==> src/rtl/uart_cipher_block_bridge_if.sv <==
`default_nettype none
// ============================================================================
// Module   : uart_cipher_block_bridge_if
// Brief    : Byte-stream and block handshake bundle for the cipher bridge.
// Revision : 1.0
// ============================================================================
interface uart_cipher_block_bridge_if #(
    parameter int BLOCK_BYTES = 16
);
    logic [7:0]               rx_byte;
    logic                     rx_byte_valid;
    logic [8*BLOCK_BYTES-1:0] core_in_data;
    logic                     core_in_valid;
    logic                     core_in_ready;
    logic [8*BLOCK_BYTES-1:0] core_out_data;
    logic                     core_out_valid;
    logic                     core_out_ready;
    logic [7:0]               tx_byte;
    logic                     tx_byte_valid;
    logic                     tx_byte_ready;

    // Bridge side
    modport master (
        input  rx_byte, rx_byte_valid,
        output core_in_data, core_in_valid,
        input  core_in_ready,
        input  core_out_data, core_out_valid,
        output core_out_ready,
        output tx_byte, tx_byte_valid,
        input  tx_byte_ready
    );

    // UART and block-core side
    modport slave (
        output rx_byte, rx_byte_valid,
        input  core_in_data, core_in_valid,
        output core_in_ready,
        output core_out_data, core_out_valid,
        input  core_out_ready,
        input  tx_byte, tx_byte_valid,
        output tx_byte_ready
    );
endinterface
`default_nettype wire

==> src/rtl/uart_cipher_block_bridge.sv <==
`default_nettype none
// ============================================================================
// Module   : uart_cipher_block_bridge
// Brief    : Packs rx bytes into blocks for the core; buffers core results and
//            serialises them back onto the tx byte path.
// Revision : 1.0
// ============================================================================
module uart_cipher_block_bridge #(
    parameter int BLOCK_BYTES = 16,
    parameter int OUT_DEPTH   = 2,
    parameter bit MSB_FIRST   = 1'b1,
    parameter int TIMEOUT_CYC = 0
) (
    input  wire logic                  clk,
    input  wire logic                  rst_n,
    uart_cipher_block_bridge_if.master bus,
    input  wire logic                  err_clr,
    output logic                       overrun_err,
    output logic                       timeout_err
);
    localparam int c_W     = 8 * BLOCK_BYTES;
    localparam int c_CNT_W = (BLOCK_BYTES > 1) ? $clog2(BLOCK_BYTES) : 1;
    localparam int c_AW    = $clog2(OUT_DEPTH);
    localparam int c_TO_W  = (TIMEOUT_CYC > 1) ? $clog2(TIMEOUT_CYC) : 1;
    localparam logic [c_CNT_W-1:0] c_LAST = c_CNT_W'(BLOCK_BYTES - 1);

    // ---------------- rx assembly and holding register ----------------
    logic [c_CNT_W-1:0] r_byte_cnt;
    logic [c_W-1:0]     r_asm;
    logic [c_W-1:0]     w_asm_next;
    logic [c_W-1:0]     r_hold_data;
    logic               r_hold_valid;
    logic               w_complete;
    logic               w_hold_xfer;
    logic               w_overrun;
    logic               w_timeout;

    always_comb begin
        w_asm_next = r_asm;
        for (int i = 0; i < BLOCK_BYTES; i++) begin
            if (r_byte_cnt == c_CNT_W'(MSB_FIRST ? (BLOCK_BYTES - 1 - i) : i))
                w_asm_next[8*i +: 8] = bus.rx_byte;
        end
    end

    assign w_complete  = bus.rx_byte_valid && (r_byte_cnt == c_LAST);
    assign w_hold_xfer = r_hold_valid && bus.core_in_ready;
    // A completion that coincides with the holding transfer simply reloads it.
    assign w_overrun   = w_complete && r_hold_valid && !bus.core_in_ready;

    always_ff @(posedge clk or negedge rst_n) begin
        if (!rst_n) begin
            r_byte_cnt   <= '0;
            r_asm        <= '0;
            r_hold_valid <= 1'b0;
            r_hold_data  <= '0;
        end else begin
            if (bus.rx_byte_valid) begin
                r_asm      <= w_asm_next;
                r_byte_cnt <= w_complete ? '0 : r_byte_cnt + 1'b1;
            end else if (w_timeout) begin
                r_byte_cnt <= '0;
            end
            if (w_complete && !w_overrun) begin
                r_hold_valid <= 1'b1;
                r_hold_data  <= w_asm_next;
            end else if (w_hold_xfer) begin
                r_hold_valid <= 1'b0;
                r_hold_data  <= '0;
            end
        end
    end

    generate
        if (TIMEOUT_CYC > 0) begin : g_timeout
            localparam logic [c_TO_W-1:0] c_TO_LAST = c_TO_W'(TIMEOUT_CYC - 1);
            logic [c_TO_W-1:0] r_idle;

            always_ff @(posedge clk or negedge rst_n) begin
                if (!rst_n)
                    r_idle <= '0;
                else if (bus.rx_byte_valid || (r_byte_cnt == '0) || (r_idle == c_TO_LAST))
                    r_idle <= '0;
                else
                    r_idle <= r_idle + 1'b1;
            end

            assign w_timeout = !bus.rx_byte_valid && (r_byte_cnt != '0) && (r_idle == c_TO_LAST);
        end else begin : g_no_timeout
            assign w_timeout = 1'b0;
        end
    endgenerate

    always_ff @(posedge clk or negedge rst_n) begin
        if (!rst_n) begin
            overrun_err <= 1'b0;
            timeout_err <= 1'b0;
        end else begin
            if (w_overrun)    overrun_err <= 1'b1;
            else if (err_clr) overrun_err <= 1'b0;
            if (w_timeout)    timeout_err <= 1'b1;
            else if (err_clr) timeout_err <= 1'b0;
        end
    end

    assign bus.core_in_valid = r_hold_valid;
    assign bus.core_in_data  = r_hold_data;

    // ---------------- result FIFO ----------------
    logic [c_W-1:0] r_mem [OUT_DEPTH];
    logic [c_AW:0]  r_wr_ptr, r_rd_ptr, w_wr_ptr_nxt, w_rd_ptr_nxt;
    logic           r_out_ready;
    logic           w_push, w_pop, w_empty;
    logic [c_W-1:0] w_head;

    function automatic logic is_full(input logic [c_AW:0] wp, input logic [c_AW:0] rp);
        return (wp[c_AW] != rp[c_AW]) && (wp[c_AW-1:0] == rp[c_AW-1:0]);
    endfunction

    assign w_empty      = (r_wr_ptr == r_rd_ptr);
    assign w_push       = bus.core_out_valid && r_out_ready;
    assign w_wr_ptr_nxt = r_wr_ptr + (c_AW+1)'(w_push);
    assign w_rd_ptr_nxt = r_rd_ptr + (c_AW+1)'(w_pop);
    assign w_head       = r_mem[r_rd_ptr[c_AW-1:0]];

    always_ff @(posedge clk) begin
        if (w_push) r_mem[r_wr_ptr[c_AW-1:0]] <= bus.core_out_data;
    end

    // Ready is registered from the next-state occupancy so it reads 0 in reset.
    always_ff @(posedge clk or negedge rst_n) begin
        if (!rst_n) begin
            r_wr_ptr    <= '0;
            r_rd_ptr    <= '0;
            r_out_ready <= 1'b0;
        end else begin
            r_wr_ptr    <= w_wr_ptr_nxt;
            r_rd_ptr    <= w_rd_ptr_nxt;
            r_out_ready <= !is_full(w_wr_ptr_nxt, w_rd_ptr_nxt);
        end
    end

    assign bus.core_out_ready = r_out_ready;

    // ---------------- tx serialiser ----------------
    typedef enum logic [0:0] {S_IDLE = 1'b0, S_SEND = 1'b1} tx_state_t;

    tx_state_t          r_state;
    logic [c_W-1:0]     r_shift;
    logic [c_CNT_W-1:0] r_slot;
    logic               r_tx_valid;
    logic               w_tx_hs, w_last_hs;

    assign w_tx_hs   = r_tx_valid && bus.tx_byte_ready;
    assign w_last_hs = w_tx_hs && (r_slot == c_LAST);
    assign w_pop     = !w_empty && ((r_state == S_IDLE) || w_last_hs);

    always_ff @(posedge clk or negedge rst_n) begin
        if (!rst_n) begin
            r_state    <= S_IDLE;
            r_shift    <= '0;
            r_slot     <= '0;
            r_tx_valid <= 1'b0;
        end else begin
            case (r_state)
                S_IDLE: begin
                    if (w_pop) begin
                        r_shift    <= w_head;
                        r_slot     <= '0;
                        r_tx_valid <= 1'b1;
                        r_state    <= S_SEND;
                    end
                end
                S_SEND: begin
                    if (w_last_hs) begin
                        r_slot <= '0;
                        if (w_pop) begin
                            r_shift <= w_head;
                        end else begin
                            r_tx_valid <= 1'b0;
                            r_state    <= S_IDLE;
                        end
                    end else if (w_tx_hs) begin
                        r_slot  <= r_slot + 1'b1;
                        r_shift <= MSB_FIRST ? (r_shift << 8) : (r_shift >> 8);
                    end
                end
                default: r_state <= S_IDLE;
            endcase
        end
    end

    assign bus.tx_byte_valid = r_tx_valid;
    assign bus.tx_byte       = MSB_FIRST ? r_shift[c_W-1 -: 8] : r_shift[7:0];
endmodule
`default_nettype wire
==> src/flat_wrapper.sv <==
// flat-port wrapper written by rule: the top's interface ports become plain ports
module uart_cipher_block_bridge_flat 
#(
    parameter int BLOCK_BYTES = 16,
    parameter int OUT_DEPTH   = 2,
    parameter bit MSB_FIRST   = 1'b1,
    parameter int TIMEOUT_CYC = 0
)
  (clk, rst_n, err_clr, overrun_err, timeout_err, bus_rx_byte, bus_rx_byte_valid, bus_core_in_data, bus_core_in_valid, bus_core_in_ready, bus_core_out_data, bus_core_out_valid, bus_core_out_ready, bus_tx_byte, bus_tx_byte_valid, bus_tx_byte_ready);
  uart_cipher_block_bridge_if #(.BLOCK_BYTES(BLOCK_BYTES)) bus_i ();
  input  wire logic clk;
  input  wire logic rst_n;
  input  wire logic err_clr;
  output logic overrun_err;
  output logic timeout_err;
  input wire logic [$bits(bus_i.rx_byte)-1:0] bus_rx_byte;
  input wire logic [$bits(bus_i.rx_byte_valid)-1:0] bus_rx_byte_valid;
  output wire logic [$bits(bus_i.core_in_data)-1:0] bus_core_in_data;
  output wire logic [$bits(bus_i.core_in_valid)-1:0] bus_core_in_valid;
  input wire logic [$bits(bus_i.core_in_ready)-1:0] bus_core_in_ready;
  input wire logic [$bits(bus_i.core_out_data)-1:0] bus_core_out_data;
  input wire logic [$bits(bus_i.core_out_valid)-1:0] bus_core_out_valid;
  output wire logic [$bits(bus_i.core_out_ready)-1:0] bus_core_out_ready;
  output wire logic [$bits(bus_i.tx_byte)-1:0] bus_tx_byte;
  output wire logic [$bits(bus_i.tx_byte_valid)-1:0] bus_tx_byte_valid;
  input wire logic [$bits(bus_i.tx_byte_ready)-1:0] bus_tx_byte_ready;
  assign bus_i.rx_byte = bus_rx_byte;
  assign bus_i.rx_byte_valid = bus_rx_byte_valid;
  assign bus_core_in_data = bus_i.core_in_data;
  assign bus_core_in_valid = bus_i.core_in_valid;
  assign bus_i.core_in_ready = bus_core_in_ready;
  assign bus_i.core_out_data = bus_core_out_data;
  assign bus_i.core_out_valid = bus_core_out_valid;
  assign bus_core_out_ready = bus_i.core_out_ready;
  assign bus_tx_byte = bus_i.tx_byte;
  assign bus_tx_byte_valid = bus_i.tx_byte_valid;
  assign bus_i.tx_byte_ready = bus_tx_byte_ready;
  uart_cipher_block_bridge #(.BLOCK_BYTES(BLOCK_BYTES), .OUT_DEPTH(OUT_DEPTH), .MSB_FIRST(MSB_FIRST), .TIMEOUT_CYC(TIMEOUT_CYC)) u_core (.clk(clk), .rst_n(rst_n), .bus(bus_i), .err_clr(err_clr), .overrun_err(overrun_err), .timeout_err(timeout_err));
endmodule
==> config.mk <==
export PLATFORM = sky130hd
export DESIGN_NAME = uart_cipher_block_bridge_flat
export DESIGN_NICKNAME = d
export VERILOG_FILES = /design/src/rtl/uart_cipher_block_bridge_if.sv /design/src/rtl/uart_cipher_block_bridge.sv /design/src/flat_wrapper.sv
export SDC_FILE = /design/constraint.sdc
export NUM_CORES = 1
export LEC_CHECK = 0
export BUFFER_PORTS_ARGS = -buffer_cell sky130_fd_sc_hd__buf_2
export CAP_MARGIN = 20
export CORE_ASPECT_RATIO = 1.75
export CORE_MARGIN = 2
export CORE_UTILIZATION = 42
export CTS_CLUSTER_SIZE = 30
export DETAILED_ROUTE_END_ITERATION = 7
export PLACE_DENSITY = 0.63
export SYNTH_ARGS = -nofsm -noshare
export SYNTH_HDL_FRONTEND = slang
export SYNTH_SLANG_ARGS = --single-unit
==> constraint.sdc <==
create_clock -name clk -period 10.4 [get_ports clk]
set_input_delay 0.52 -clock clk [delete_from_list [all_inputs] [get_ports clk]]
set_output_delay 0.52 -clock clk [all_outputs]
set_load 0.01 [all_outputs]
==> results.sh <==
export IMPL_status="completed"
export IMPL_grt_pass1_wl_mm=93.9
export IMPL_yosysUniqueCellTypes=43
export IMPL_crit_fanout=94
export IMPL_synth_largest_area_cell="dfrtp_1"
export IMPL_dr_first_iter_drc_count=932
export IMPL_period_share_pct=29.9
export IMPL_yosysMostFrequentCell="dfrtp_1"
export IMPL_final_cells=2707
export IMPL_grt_pass1_vias=15700
export IMPL_io_buffers=282
export IMPL_cts_sinks=649
export IMPL_met1_usage_pct=22.5
export IMPL_p_switching_uw=2800
export IMPL_areaGrowthSynthToFinish_pct=14.7
export IMPL_timing_hold_ws_ps=69.6
export IMPL_std_cell_rows=120
export IMPL_vias=15100
export IMPL_hold_path_class="input port to register"
export IMPL_post_route_min_period_ps=3110
export IMPL_criticalPathCategory="register to register"
export IMPL_rsz0062_at_grt="false"
export IMPL_seqPwrFrac_pct=46.5
export IMPL_root_buffer="clkbuf_16"
export IMPL_die_height_um=332
export IMPL_netlist_area_um2=25700
export IMPL_pin_count=284
export IMPL_cp_start_kind="register"
export IMPL_die_x_um=191
export IMPL_internal_power_uw=5750
export IMPL_relSlewSlack_pct=29.3
export IMPL_power_leakage_uw=0.0131
export IMPL_cp_arrival_ps=3670
export IMPL_clk_path_buf_depth=3
export IMPL_antenna_left=0
export IMPL_synth_common_cells="393 x dfrtp_1, 256 x edfxtp_1, 248 x mux2i_1"
export IMPL_skew_ps=21.1
export IMPL_syn_nets=1809
export IMPL_gp_congestion=0.785
export IMPL_ys_ff_latch=649
export IMPL_cts_tree="yes"
export IMPL_dpl_cell_area_um2=27600
export IMPL_dieArea_um2=63400
export IMPL_synth_top_area_share_pct=38.2
export IMPL_synth_edf_count=256
export IMPL_ir_drop_mv=0.160
export IMPL_worst_pin_slew_ps=1060
export IMPL_setup_viol=0
export IMPL_ys_flop_type="dfrtp_1"
export IMPL_tns_ps=0
export IMPL_grt_overflow=0
export IMPL_routedWlPerCell_um=22.5
export IMPL_post_dp_hpwl_mm=39.1
export IMPL_drive_gt1_share_pct=27.1
export IMPL_htreeDepth=2
export IMPL_numCtsBuffers=57
export IMPL_switching_share_pct=32.8
export IMPL_ys_warn_count=0
export IMPL_finalInstanceArea_um2=29500
export IMPL_clkTransAtPathRegs_ps=70
export IMPL_grt_max_degree=117
export IMPL_antenna_found_initial=10
export IMPL_post_cts_buffers=0
export IMPL_crit_required_ps=10970
export IMPL_seq_area_frac_synth_pct=68.1
export IMPL_final_nets=2019
export IMPL_min_path_cells=1
export IMPL_maxCapViolations=0
export IMPL_cp_end_kind="register"
export IMPL_grtUsageMet3_pct=5.63
export IMPL_viasPerCell=5.58
export IMPL_dp_cells=2600
export IMPL_syn_area_per_cell_um2=15.5
export IMPL_grtUsageMet2_pct=33.6
export IMPL_coreArea_um2=61000
export IMPL_track_usage_pct=19.3
export IMPL_synthCells=1658
export IMPL_ys_top_cells_by_area="dfrtp_1 38%, edfxtp_1 30%, mux2i_1 9.6%"
export IMPL_cts_resized=0
export IMPL_first_pass_iters=7
export IMPL_p_comb_share_pct=28.9
export IMPL_drc=0
export IMPL_wirelength_mm=61.0
export IMPL_slew_viol_final=0
export IMPL_power_total_uw=8550
export IMPL_reg2regPathDepth=5
export IMPL_p_per_area_nw_per_um2=289
export IMPL_hold_viol_final=0
export IMPL_clock_latency_ps=620
export IMPL_synthArstFlopShare_pct=60.6
export IMPL_max_freq_ghz=0.322
export IMPL_start_util_pct=42.2
export IMPL_clkPwrFrac_pct=24.7
export IMPL_top_usage_layer="met2"
metal layers:
metal / up-vias / wire length (um) / share of wire [%]
li1: 6805 / - / -
met1: 7713 / 23200 / 38
met2: 465 / 31300 / 51
met3: 104 / 4530 / 7.4
met4: 12 / 1940 / 3.2
met5: - / 79 / 0.13
power by group through the flow:
stage | logic [uW] | clock network [uW] | registers [uW]
5_1_grt | 2710 | 2270 | 4060
3_5_place_dp | 2500 | 0 | 4010
6_report | 2470 | 2110 | 3970
3_3_place_gp | 2450 | 0 | 3990
4_1_cts | 2510 | 2170 | 3970
2_1_floorplan | 1770 | 0 | 3940
cell families (layout without fill, tap and decap cells):
kind of cell | Yosys count | count (layout) | synth area share, %
other cells | 1 | 2 | 0.0146
fa+ha+maj | 8 | 8 | 0.389
mux | 369 | 369 | 14.9
xor+xnor | 9 | 9 | 0.306
compound gates | 270 | 270 | 9.65
flops | 649 | 649 | 68.1
buf+inv | 158 | 413 | 2.84
simple gates | 194 | 194 | 3.80
cell type report:
cell class,count,area [um2]
Fill cell,5291,31400
Sequential cell,649,17500
Multi-Input combinational cell,851,7550
Timing Repair Buffer,301,1590
Clock buffer,77,1550
Tap cell,793,992
Clock inverter,27,299
Inverter,8,30.0
Antenna cell,1,2.50
worst max-delay path, cell delays in order (launching register included):
cell	delay, ps
dfrtp_4	820
xor2_1	260
a211o_2	390
nand2_4	320
buf_4	860
a221o_1	290
placed cells by master (no fill, tap or decap), types with 2 or more instances in the layout:
cell,count
clkbuf_8,5
xor2_1,6
nand3_1,15
or2_2,2
ha_4,2
inv_6,2
a221o_1,118
nand2b_1,3
clkinv_16,2
clkinvlp_4,2
clkbuf_16,57
mux2_2,121
xnor2_1,3
o2bb2ai_1,137
and2_1,7
mux2i_1,248
and3_1,4
buf_4,17
clkbuf_1,15
nor2b_1,2
nor2_1,12
buf_2,281
edfxtp_1,256
nand4_1,4
clkinv_1,4
clkinv_2,12
ha_1,6
bufinv_16,4
nor3_1,119
dfrtp_1,392
o21ai_0,4
nand2_1,20
inv_1,8
sequential cells by signal, summed over array words and instances (netlist names):
register	flops
u_core.r_byte_cnt	4
u_core.r_shift	128
u_core.bus.tx_byte_valid	1
u_core.r_state	1
u_core.r_wr_ptr	2
u_core.bus.core_in_valid	1
u_core.bus.core_out_ready	1
u_core.bus.core_in_data	128
u_core.overrun_err	1
u_core.r_rd_ptr	2
u_core.r_asm	120
u_core.r_mem	256
u_core.r_slot	4
final timing paths:
path                                             startpoint                           to  slack [ps]
worst max-delay path                     u_core.r_rd_ptr[0]           u_core.r_shift[90]        7290
worst min-delay path                  bus_core_out_data[54]          u_core.r_mem[1][54]          70
worst max register to register           u_core.r_rd_ptr[0]           u_core.r_shift[90]        7290
worst min register to register  u_core.bus.core_in_data[82]  u_core.bus.core_in_data[82]         480
max in group asynchronous                             rst_n  u_core.bus.core_in_data[17]        7580
min in group asynchronous                             rst_n  u_core.bus.core_in_data[83]         560
metrics by stage:
step           util [%]  setup slack (ps)
5_1_grt            48.4              7100
2_1_floorplan         -              5870
6_report           48.5              7290
4_1_cts            48.4              7280
3_5_place_dp       45.4              7310
3_3_place_gp       45.4              7330
timing repair:
action / in CTS / in global routing
setup endpoints to repair: 0 / 0
endpoints found under the hold margin: 64 / 0
hold buffers: 1 / 0
Note: power is estimated with default switching activity, not from simulation.
